$ cat src/rtl/mouse_receiver.sv
// PS/2 device-to-host receiver. Synchronises the raw mouse clock/data lines,
// deframes 11-bit frames (start, 8 data LSB first, odd parity, stop) and hands
// each byte to the mouse master with a one-cycle strobe and error flags.
module mouse_receiver #(
    parameter int TIMEOUT_CYCLES = 100000,
    parameter int CNT_W          = 17
) (
    input  logic       CLK,
    input  logic       RESET,
    input  logic       CLK_MOUSE_IN,
    input  logic       DATA_MOUSE_IN,
    input  logic       READ_ENABLE,
    output logic [7:0] BYTE_READ,
    output logic [1:0] BYTE_ERROR_CODE,
    output logic       BYTE_READY,
    output logic       TIMEOUT
);

    typedef enum logic [2:0] {
        IDLE   = 3'd0,
        DATA   = 3'd1,
        PARITY = 3'd2,
        STOP   = 3'd3,
        DONE   = 3'd4
    } state_t;

    localparam logic [CNT_W-1:0] CNT_LAST = CNT_W'(TIMEOUT_CYCLES - 1);

    state_t           state, next_state;
    logic [2:0]       clk_dly;
    // Data only needs two stages: the sampled bit is stage 1, aligned with the
    // clock fall detected between clock stages 2 and 1.
    logic [1:0]       dat_dly;
    logic [7:0]       shift;
    logic [2:0]       bit_cnt;
    logic             par_bit;
    logic             stop_bit;
    logic [CNT_W-1:0] cnt;

    logic fall, data, adv, busy, tmo_hit, ready_set, tmo_set;

    assign fall = clk_dly[2] & ~clk_dly[1];
    assign data = dat_dly[1];
    // Frame progress is only honoured while armed; a disarm cycle discards it.
    assign adv  = fall & READ_ENABLE;
    assign busy = (state == DATA) || (state == PARITY) || (state == STOP);

    // State register
    always_ff @(posedge CLK or negedge RESET) begin
        if (!RESET) state <= IDLE;
        else        state <= next_state;
    end

    // Next-state and strobe decode; a fall beats the timeout terminal count,
    // and a disarm beats everything.
    always_comb begin
        next_state = state;
        tmo_hit    = busy && !fall && (cnt == CNT_LAST);
        ready_set  = 1'b0;
        tmo_set    = 1'b0;
        unique case (state)
            IDLE:   if (adv && !data) next_state = DATA;
            DATA: begin
                if (adv && bit_cnt == 3'd7) next_state = PARITY;
                else if (tmo_hit)           next_state = IDLE;
            end
            PARITY: begin
                if (adv)          next_state = STOP;
                else if (tmo_hit) next_state = IDLE;
            end
            STOP: begin
                if (adv)          next_state = DONE;
                else if (tmo_hit) next_state = IDLE;
            end
            DONE:   next_state = IDLE;
            default: next_state = IDLE;
        endcase
        if (READ_ENABLE) begin
            ready_set = (state == DONE);
            tmo_set   = tmo_hit;
        end else begin
            next_state = IDLE;
        end
    end

    // Line synchronisers, frame datapath, timeout counter and registered outputs
    always_ff @(posedge CLK or negedge RESET) begin
        if (!RESET) begin
            clk_dly         <= 3'b000;
            dat_dly         <= 2'b00;
            shift           <= 8'h00;
            bit_cnt         <= 3'd0;
            par_bit         <= 1'b0;
            stop_bit        <= 1'b0;
            cnt             <= '0;
            BYTE_READ       <= 8'h00;
            BYTE_ERROR_CODE <= 2'b00;
            BYTE_READY      <= 1'b0;
            TIMEOUT         <= 1'b0;
        end else begin
            clk_dly    <= {clk_dly[1:0], CLK_MOUSE_IN};
            dat_dly    <= {dat_dly[0], DATA_MOUSE_IN};
            BYTE_READY <= ready_set;
            TIMEOUT    <= tmo_set;

            if (busy && !fall && !tmo_hit) cnt <= cnt + 1'b1;
            else                           cnt <= '0;

            if (adv) begin
                unique case (state)
                    IDLE:   bit_cnt <= 3'd0;
                    DATA: begin
                        shift   <= {data, shift[7:1]};
                        bit_cnt <= bit_cnt + 3'd1;
                    end
                    PARITY: par_bit  <= data;
                    STOP:   stop_bit <= data;
                    default: ;
                endcase
            end

            if (ready_set) begin
                BYTE_READ          <= shift;
                BYTE_ERROR_CODE[0] <= (par_bit != ~^shift);
                BYTE_ERROR_CODE[1] <= ~stop_bit;
            end
        end
    end

endmodule

$ cat config.mk
export PLATFORM = sky130hd
export DESIGN_NAME = mouse_receiver
export DESIGN_NICKNAME = d
export VERILOG_FILES = /design/src/rtl/mouse_receiver.sv
export SDC_FILE = /design/constraint.sdc
export NUM_CORES = 1
export LEC_CHECK = 0
export BUFFER_PORTS_ARGS = -buffer_cell sky130_fd_sc_hd__buf_2
export CORE_MARGIN = 10
export CORE_UTILIZATION = 55
export DETAILED_ROUTE_END_ITERATION = 16
export PLACE_DENSITY_LB_ADDON = 0.25
export SYNTH_ARGS = -nofsm -noshare
export SYNTH_HDL_FRONTEND = slang
export SYNTH_SLANG_ARGS = --single-unit
$ cat constraint.sdc
create_clock -name CLK -period 4.7 [get_ports CLK]
set_input_delay 0.705 -clock CLK [delete_from_list [all_inputs] [get_ports CLK]]
set_output_delay 0.705 -clock CLK [all_outputs]
set_load 0.05 [all_outputs]
==> impl_metrics.env <==
export IMPL_finClkSkew_ns=0.00485
export IMPL_yosysSeqAreaShare_pct=57.4
export IMPL_fin_tns_setup_ns=0
export IMPL_fmax_mhz=520
export IMPL_viasPerCell=5.41
export IMPL_dp_hpwl_mm=2.83
export IMPL_mostFrequentLayoutCells="50 x dfrtp_1, 31 x nand2_1, 19 x nor2_1"
export IMPL_netlist_instances=199
export IMPL_drc=0
export IMPL_ant_nets=0
export IMPL_synth_avg_cell_area_um2=11.0
export IMPL_fin_crit_sh_pct=40.9
export IMPL_ir_drop_v=0.000296
export IMPL_drt_wl_total_mm=3.89
export IMPL_final_cells=267
export IMPL_reg2reg_slack_ns=2.81
export IMPL_reg2reg_to="shift[4]$_DFFE_PN0P_"
export IMPL_synth_cell_type_count=37
export IMPL_hp_class="register to register"
export IMPL_cts_buffers=5
export IMPL_setup_violations=0
export IMPL_syn_cell_area_um2=2180
export IMPL_initial_utilization_pct=58.3
export IMPL_clock_latency_ns=0.29
export IMPL_hold_slack_ns=0.357
export IMPL_grt_max_degree=51
export IMPL_crit_fanout=9
export IMPL_final_cell_area_um2=2380
export IMPL_worst_slew_pin_slew_ns=1.08
export IMPL_layout_nets=227
export IMPL_fp_row_count=22
export IMPL_ios=17
export IMPL_wl_per_cell_um=14.6
export IMPL_layout_commonest_cell="dfrtp_1"
export IMPL_post_cts_buffers=0
export IMPL_antenna_found_initial=0
export IMPL_finalPower_mw=0.691
export IMPL_synth_net_count=207
export IMPL_cp_endpoint="shift[4]$_DFFE_PN0P_"
export IMPL_cts_root_buf="clkbuf_8"
export IMPL_place_area_um2=2310
export IMPL_crit_path_end_kind="register"
export IMPL_critPathKind="input pin to register"
export IMPL_reg2reg_from="clk_dly[1]$_DFF_PN0_"
export IMPL_ys_seq_elements=50
export IMPL_dr_pass1_iters=4
export IMPL_slew_headroom_pct=28.1
export IMPL_dp_cells=260
export IMPL_track_usage_pct=11.7
export IMPL_dp_slack_ns=2.48
export IMPL_cts_max_path_buffers=2
export IMPL_synthMuxAreaShare_pct=5.62
export IMPL_status="finished, final reports clean"
export IMPL_crit_start="READ_ENABLE"
export IMPL_core_um2=3740
export IMPL_die_h_um=83.0
export IMPL_drive_gt1_share_pct=16.9
export IMPL_grt_pass1_wl_mm=6.87
export IMPL_dieArea_um2=6880
export IMPL_io_buffers=16
export IMPL_synth_top_family_by_area="simple AND/OR/NAND/NOR gates"
export IMPL_overflow=0
export IMPL_synth_simple_gate_area_share_pct=19.6
export IMPL_cp_data_arrival_time_ns=2.10
export IMPL_antennaDiodeCount=0
export IMPL_clock_sinks=50
export IMPL_period_minus_slack_ns=1.92
export IMPL_area_growth_pct=9.29
export IMPL_num_fill_cells=320
export IMPL_die_x_um=83.0
export IMPL_worst_r2r_cell_count=4
export IMPL_hold_buffers=0
export IMPL_crit_required_ns=4.88
export IMPL_maxCapViolations=0
export IMPL_first_global_vias=1456
export IMPL_ys_warn_count=0
export IMPL_synth_xor_area_share_pct=8.26
export IMPL_cts_tree="done"
export IMPL_slew_violations=0
export IMPL_h_tree_depth=2
export IMPL_leakage_nw=1.11
export IMPL_drtIter0Drc=69
export IMPL_synthAdderAreaFrac_pct=1.72
export IMPL_utilization_pct=63.7
export IMPL_p_per_area_nw_per_um2=290
export IMPL_synth_compound_area_share_pct=4.93
export IMPL_rsz0062_at_grt="false"
export IMPL_vias=1445
export IMPL_setup_ws_ns=2.78
export IMPL_setup_worst_path_start_class="input pin"
export IMPL_final_hold_violation_count=0
export IMPL_postCtsResizedCells=0
export IMPL_globalplace_congestion=0.810
export IMPL_cts_clk_slew_worst_paths_ns=0.08
## kinds of logic (layout without fill, tap and decap cells)
group / count (synthesis) / in the layout
AO/OA/AOI/OAI: 18 / 18
flip-flops: 50 / 50
adder cells (fa/ha/maj): 3 / 3
XOR/XNOR: 19 / 19
AND/OR/NAND/NOR: 84 / 84
multiplexers: 11 / 11
buffers and inverters: 14 / 34
## synthesized netlist by cell type (all sizes together)
master	instances	share of area [%]
dfrtp	50	57
nand2	32	5.6
nor2	19	3.3
xnor2	16	6.4
inv	10	1.7
mux2	10	5.2
nand3	9	2.5
o21ai	7	1.6
a21oi	5	1.1
or3	5	1.9
ha	3	1.7
nor3	3	0.69
nor4	3	0.86
and4	2	0.86
buf	2	0.46
nand2b	2	0.57
nand4	2	0.57
nor4b	2	0.80
nor4bb	2	0.92
xor2	2	0.80
a211o	1	0.40
a211oi	1	0.34
a21o	1	0.34
and3	1	0.29
clkbuf	1	0.17
clkinv	1	0.17
mux2i	1	0.46
nand3b	1	0.34
o21a	1	0.34
o221ai	1	0.40
o31ai	1	0.34
or4	1	0.34
xnor3	1	1.0
## area by class of cell
type | instances | area [µm²] | share of cell area [%]
Clock buffer | 7 | 76.3 | 3.20
Sequential cell | 50 | 1250 | 52.5
Multi-Input combinational cell | 135 | 875 | 36.7
Timing Repair Buffer | 16 | 80.1 | 3.36
Inverter | 11 | 41.3 | 1.73
Tap cell | 48 | 60.1 | 2.52
## state kept, by name (all words and copies together) (netlist names)
register,count
BYTE_READ,8
stop_bit,1
dat_dly,2
state,3
shift,8
TIMEOUT,1
par_bit,1
bit_cnt,3
clk_dly,3
BYTE_ERROR_CODE,2
BYTE_READY,1
cnt,17
## report_power, final
part | switching [mW] | internal (mW) | total [mW]
Combinational | 0.0154 | 0.00816 | 0.0236
Clock | 0.125 | 0.103 | 0.228
Sequential | 0.00500 | 0.435 | 0.440
Total | 0.145 | 0.546 | 0.691
## metal layers
layer / GRT usage, % / up-vias / wire length (µm)
met3: 3.71 / 5 / 127
li1: - / 712 / -
met4: 4.15 / 0 / 48
met5: 0 / - / 0
met1: 14.8 / 709 / 1790
met2: 18.4 / 19 / 1930
## how the worst min path moves through the flow
stage / start / to / slack [ns] / cells after the start
floorplan: clk_dly[0]$_DFF_PN0_ / clk_dly[1]$_DFF_PN0_ / 0.33 / 0
global placement: dat_dly[0]$_DFF_PN0_ / dat_dly[1]$_DFF_PN0_ / 0.33 / 0
detailed placement: dat_dly[0]$_DFF_PN0_ / dat_dly[1]$_DFF_PN0_ / 0.34 / 0
CTS: dat_dly[0]$_DFF_PN0_ / dat_dly[1]$_DFF_PN0_ / 0.36 / 0
global route: dat_dly[0]$_DFF_PN0_ / dat_dly[1]$_DFF_PN0_ / 0.37 / 0
finish: dat_dly[0]$_DFF_PN0_ / dat_dly[1]$_DFF_PN0_ / 0.36 / 0
## critical path, stage by stage
cell and delay (ns):
buf_2 0.11, nand3b_1 0.19, nor3_1 0.51, nand2_2 0.26
mux2_2 0.32
Note: power is estimated with default switching activity, not from simulation.
